$ cat config.mk
export PLATFORM = sky130hd
export DESIGN_NAME = if_stage
export DESIGN_NICKNAME = d
export VERILOG_FILES = /design/src/rtl/if_stage_pkg.sv /design/src/rtl/if_fifo.sv /design/src/rtl/if_stage.sv
export SDC_FILE = /design/constraint.sdc
export NUM_CORES = 1
export LEC_CHECK = 0
export BUFFER_PORTS_ARGS = -buffer_cell sky130_fd_sc_hd__buf_4
export CAP_MARGIN = 20
export CORE_MARGIN = 1.5
export CORE_UTILIZATION = 50
export CTS_CLUSTER_DIAMETER = 100
export DETAILED_ROUTE_END_ITERATION = 7
export GPL_TIMING_DRIVEN = 0
export PLACE_DENSITY = 0.69
export SYNTH_ARGS = -nofsm -noshare
export SYNTH_HDL_FRONTEND = slang
export SYNTH_HIERARCHICAL = 1
export SYNTH_SLANG_ARGS = --single-unit
$ cat constraint.sdc
create_clock -name CLK -period 8.5 [get_ports CLK]
set_input_delay 1.7 -clock CLK [delete_from_list [all_inputs] [get_ports CLK]]
set_output_delay 1.7 -clock CLK [all_outputs]
set_load 0.01 [all_outputs]
$ cat src/rtl/if_stage_pkg.sv
// Processor-wide fetch definitions shared by the IF stage and its instruction buffer.
package if_stage_pkg;

  localparam int PC_W    = 32;
  localparam int INSTR_W = 32;

  localparam logic [PC_W-1:0] RESET_PC_DEFAULT = 32'h0000_0000;

  typedef enum logic [1:0] {
    IF_IDLE    = 2'd0,
    IF_REQ     = 2'd1,
    IF_DISCARD = 2'd2
  } if_state_t;

  typedef struct packed {
    logic [PC_W-1:0]    pc;
    logic [INSTR_W-1:0] instr;
  } if_entry_t;

endpackage

$ cat src/rtl/if_fifo.sv
// DEPTH-entry instruction buffer with flush; head is visible combinationally, 1-cycle push-to-head.
// No internal backpressure: the producer only pushes when a free slot is guaranteed.
module if_fifo
  import if_stage_pkg::*;
#(
  parameter int DEPTH = 2
) (
  input  logic                   CLK,
  input  logic                   RESET,
  input  logic                   flush,
  input  logic                   push,
  input  if_entry_t              push_entry,
  input  logic                   pop,
  output logic [$clog2(DEPTH):0] count,
  output if_entry_t              head
);

  localparam int PTR_W = $clog2(DEPTH);
  localparam int CNT_W = PTR_W + 1;

  if_entry_t        mem [DEPTH];
  logic [PTR_W-1:0] wr_ptr;
  logic [PTR_W-1:0] rd_ptr;

  always_ff @(posedge CLK or posedge RESET) begin
    if (RESET) begin
      wr_ptr <= '0;
      rd_ptr <= '0;
      count  <= '0;
    end else if (flush) begin
      wr_ptr <= '0;
      rd_ptr <= '0;
      count  <= '0;
    end else begin
      if (push) wr_ptr <= wr_ptr + 1'b1;
      if (pop)  rd_ptr <= rd_ptr + 1'b1;
      count <= count + CNT_W'(push) - CNT_W'(pop);
    end
  end

  // Storage needs no reset: entries are only observed while count != 0.
  always_ff @(posedge CLK) begin
    if (push && !flush) mem[wr_ptr] <= push_entry;
  end

  assign head = mem[rd_ptr];

endmodule

$ cat src/rtl/if_stage.sv
// Instruction fetch: owns the fetch PC, reads IM over req/ack, buffers words for ID.
// im_req 1 edge after reset release, if_valid 1 edge after ack; stalls fetch when the buffer would fill.
module if_stage
  import if_stage_pkg::*;
#(
  parameter logic [PC_W-1:0] RESET_PC = RESET_PC_DEFAULT,
  parameter logic [PC_W-1:0] PC_STEP  = 32'd1,
  parameter int              DEPTH    = 2
) (
  input  logic               CLK,
  input  logic               RESET,
  output logic               im_req,
  output logic [PC_W-1:0]    im_addr,
  input  logic               im_ack,
  input  logic [INSTR_W-1:0] im_rdata,
  input  logic               br_take,
  input  logic [PC_W-1:0]    br_target,
  input  logic               id_ready,
  output logic               if_valid,
  output logic [INSTR_W-1:0] if_instruction,
  output logic [PC_W-1:0]    if_pc,
  output logic [PC_W-1:0]    if_npc
);

  localparam int               CNT_W     = $clog2(DEPTH) + 1;
  localparam logic [CNT_W-1:0] DEPTH_CNT = CNT_W'(DEPTH);

  if_state_t          state;
  if_state_t          state_next;
  logic [PC_W-1:0]    fetch_pc;
  logic [PC_W-1:0]    fetch_pc_next;
  logic [PC_W-1:0]    req_addr;
  logic [CNT_W-1:0]   count;
  logic [CNT_W-1:0]   count_next;
  logic               push;
  logic               pop;
  if_entry_t          push_entry;
  if_entry_t          head;
  logic [INSTR_W-1:0] held_instr;
  logic [PC_W-1:0]    held_pc;
  logic [PC_W-1:0]    held_npc;

  assign if_valid   = (count != '0);
  assign push       = (state == IF_REQ) && im_ack && !br_take;
  assign pop        = if_valid && id_ready && !br_take;
  assign count_next = br_take ? '0 : count + CNT_W'(push) - CNT_W'(pop);
  assign push_entry = '{pc: fetch_pc, instr: im_rdata};

  if_fifo #(.DEPTH(DEPTH)) u_fifo (
    .CLK        (CLK),
    .RESET      (RESET),
    .flush      (br_take),
    .push       (push),
    .push_entry (push_entry),
    .pop        (pop),
    .count      (count),
    .head       (head)
  );

  always_comb begin
    state_next    = state;
    fetch_pc_next = fetch_pc;
    unique case (state)
      IF_IDLE: begin
        if (br_take) fetch_pc_next = br_target;
        else if (count_next < DEPTH_CNT) state_next = IF_REQ;
      end
      IF_REQ: begin
        if (br_take) begin
          fetch_pc_next = br_target;
          state_next    = im_ack ? IF_REQ : IF_DISCARD;
        end else if (im_ack) begin
          fetch_pc_next = fetch_pc + PC_STEP;
          state_next    = (count_next < DEPTH_CNT) ? IF_REQ : IF_IDLE;
        end
      end
      IF_DISCARD: begin
        // The memory still owes us the stale word; wait it out before refetching.
        if (br_take) fetch_pc_next = br_target;
        if (im_ack)  state_next    = IF_REQ;
      end
      default: state_next = IF_IDLE;
    endcase
  end

  always_ff @(posedge CLK or posedge RESET) begin
    if (RESET) begin
      state      <= IF_IDLE;
      fetch_pc   <= RESET_PC;
      req_addr   <= RESET_PC;
      im_req     <= 1'b0;
      held_instr <= '0;
      held_pc    <= '0;
      held_npc   <= '0;
    end else begin
      state    <= state_next;
      fetch_pc <= fetch_pc_next;
      im_req   <= (state_next != IF_IDLE);
      if (state == IF_REQ) req_addr <= fetch_pc;
      if (if_valid) begin
        held_instr <= head.instr;
        held_pc    <= head.pc;
        held_npc   <= head.pc + PC_STEP;
      end
    end
  end

  // DISCARD keeps presenting the abandoned address until its ack arrives.
  assign im_addr        = (state == IF_DISCARD) ? req_addr : fetch_pc;
  assign if_instruction = if_valid ? head.instr : held_instr;
  assign if_pc          = if_valid ? head.pc : held_pc;
  assign if_npc         = if_valid ? (head.pc + PC_STEP) : held_npc;

endmodule

==> results.yml <==
outcome:
  status: "finished clean"
grt:
  grt.total_usage: 0.2397
  met1_usage: 0.3409
  grt_pass1_vias: 9624
  globalRouteMet2Util: 0.3839
  antenna_found_initial: 0
  overflow: 0
  grt_pass1_wl_um: 52940
  met3_usage: 0.03560
  grt-busiest-layer: "met2"
  grt_start_max_net_pins: 97
critical_path:
  worstSetupEndpointType: "primary output"
  path_max_fanout: 10
  arrival_ns: 3.64
  reg2reg_from: "state[1]$_DFF_PP0_"
  start_kind: "flip-flop"
  worst_ep_required_time_ns: 6.80
  r2r_end: "u_fifo/mem[0][11]$_DFFE_PP_"
  crit_type: "flip-flop to primary output"
  reg2reg_depth: 10
  r2r_setup_slack_ns: 5.15
worst_hold_path:
  min_path_cells: 2
  hold_end: "held_instr[0]$_DFF_PP0_"
  min_from: "held_instr[0]$_DFF_PP0_"
  hold_class: "flip-flop to flip-flop"
route:
  ant_nets: 0
  drt_wl_total_um: 33070
  vias: 9816
  drt_iter0_drc: 825
  drt-vias-per-instance: 5.561
  drc: 0
  drtPass1Iterations: 5
  wl_per_cell_um: 18.74
layout:
  post-route-cell-area_mm2: 0.01634
  mostFrequentLayoutCells: "nand2_1, buf_4, dfrtp_1, edfxtp_1, mux2_4"
  fillers: 2096
  multiInputGateArea_mm2: 0.004832
  syn_to_final_growth_pct: 23.50
  regArea_mm2: 0.008023
  drive_above_1_share: 0.2699
  final_common_cell: "nand2_1"
  final_cell_count_no_fill: 1765
  antenna_cells: 0
  final_nets: 1480
yosys:
  synth-edff-count: 128
  ys_ff_latch: 295
  synthFlopType: "dfrtp_1"
  synthDistinctLibCells: 63
  synth-async-reset-ratio: 0.5661
  netlist_area_mm2: 0.01323
  synth-seq-area-share: 0.6064
  synth.avg_cell_area_um2: 11.39
  synthesis.nets: 1236
  yosysWarnings: 6
  syn_inst: 1162
pwr:
  clkPwrFrac: 0.265
  power.internal_w: 0.003357
  p_sw_w: 0.001692
  ir_worst_vdd_mv: 0.2285
  power_leakage_nw: 6.995
  p_total_w: 0.005049
  seq_power_share: 0.407
  p_per_area_mw_per_mm2: 309.0
  switching_share: 0.3350
  combPwrFrac: 0.329
run:
  maxCapViolCount: 0
die:
  rows: 59
  die-area_mm2: 0.02744
  dieWidth_um: 165.7
  dieHeight_um: 165.7
  pin_count: 199
  start_util: 0.5091
  core-area_mm2: 0.02598
clock_network:
  post_cts_buffers: 0
  cts_max_path_buffers: 3
  holdBufCountCts: 0
  h-tree-depth: 1
  clk_latency_ns: 0.55
  cts.sinks: 295
  cts_buffers: 30
  path_clk_slew_ns: 0.06
  ctsRootBufferMaster: "clkbuf_16"
  cts_tree: "built"
  cts_resized: 0
place:
  place_area_mm2: 0.01532
  hpwl_um: 23770
  port_buffers: 198
  placed_cells: 1709
  place.gp.congestion: 0.8905
timing:
  rsz0062_at_grt: "false"
  setup_viol_count_final: 0
  slew_headroom: 0.4859
  clock_skew_ns: 0.02180
  post-route-period-util: 0.6277
  slew_viol_final: 0
  tightest_slew_ns: 0.7648
  max_freq_mhz: 187.4
  finalCriticalPeriod_ns: 5.335
  fin_tns_setup_ns: 0
  finalHoldViolations: 0
## critical path: stages, from the launching register on
cell and delay (ns):
dfrtp_1 0.35, buf_6 0.21, buf_6 0.21, mux2_4 0.23
ha_1 0.26, and4_1 0.26, nand4_1 0.38, clkbuf_1 0.36
or3_1 0.40, a31oi_1 0.25, buf_4 0.18
## power by group through the flow
stage	logic [W]	clock network, W	registers (W)
floorplan	0.000907	0	0.00201
finish	0.00166	0.00134	0.00205
detailed placement	0.00166	0	0.00208
CTS	0.00167	0.00137	0.00205
global route	0.00182	0.00142	0.00209
global placement	0.00163	0	0.00206
## state kept, by name, summed over array words and instances, names as in the netlist, 2 cells and up
register,cells
u_fifo/mem,128
fetch_pc,32
held_instr,32
held_npc,32
held_pc,32
req_addr,32
state,2
u_fifo/count,2
## kinds of logic after synthesis
family,count (synthesis),synth area share
AOI/OAI and AO/OA,153,0.07736
xor gates and xnor gates,16,0.01163
adders and majority gates,5,0.004729
buffers and inverters,85,0.02913
DFF,295,0.6064
muxes,94,0.09410
and+or+nand+nor,514,0.1767
## Yosys cell counts (all sizes together) (18+ instances only)
cell	number	area, µm²
a31oi	18	112.6
o21ai	36	180.2
mux2	93	1235
nand3	28	140.1
buf	24	152.6
dfrtp	167	4179
clkbuf	48	183.9
edfxtp	128	3844
nor2	40	150.1
nand4	26	181.4
nand2	325	1222
a21oi	23	115.1
## per-stage QoR
| step | hold WS (ns) | util | setup WS [ns] |
|---|---|---|---|
| after detailed placement | 0.4546 | 0.5898 | 3.769 |
| after global routing | 0.4890 | 0.6288 | 3.013 |
| after global placement | 0.4432 | 0.5825 | -2.510 |
| final | 0.4649 | 0.6288 | 3.165 |
| after floorplan | 0.4368 | - | 0.8372 |
| after CTS | 0.4699 | 0.6288 | 3.163 |
## worst max path at each step
stage                              startpoint                           to  slack, ns  cells after the start
floorplan                              im_ack   u_fifo/mem[1][0]$_DFFE_PP_       0.84                      5
global placement                      br_take  u_fifo/mem[1][28]$_DFFE_PP_      -2.51                      5
detailed placement  u_fifo/rd_ptr$_DFFE_PP0P_                   if_npc[20]       3.77                     10
CTS                 u_fifo/rd_ptr$_DFFE_PP0P_                   if_npc[20]       3.16                     10
global route        u_fifo/rd_ptr$_DFFE_PP0P_                   if_npc[20]       3.01                     10
finish              u_fifo/rd_ptr$_DFFE_PP0P_                   if_npc[20]       3.16                     10
## cell type report
cell class | instances | share of cell area
tap | 335 | 0.02565
multi-input combinational | 782 | 0.2957
clock buffer | 34 | 0.04748
buffer | 72 | 0.02060
clock inverter | 22 | 0.01463
inverter | 13 | 0.003446
timing repair buffer | 212 | 0.1015
sequential | 295 | 0.4910
## routing by layer
metal	vias to the layer above	share of wire
li1	4665	-
met1	4735	0.45
met2	354	0.47
met3	62	0.058
met4	0	0.028
met5	-	0
Power figures use the tool's default switching activity.
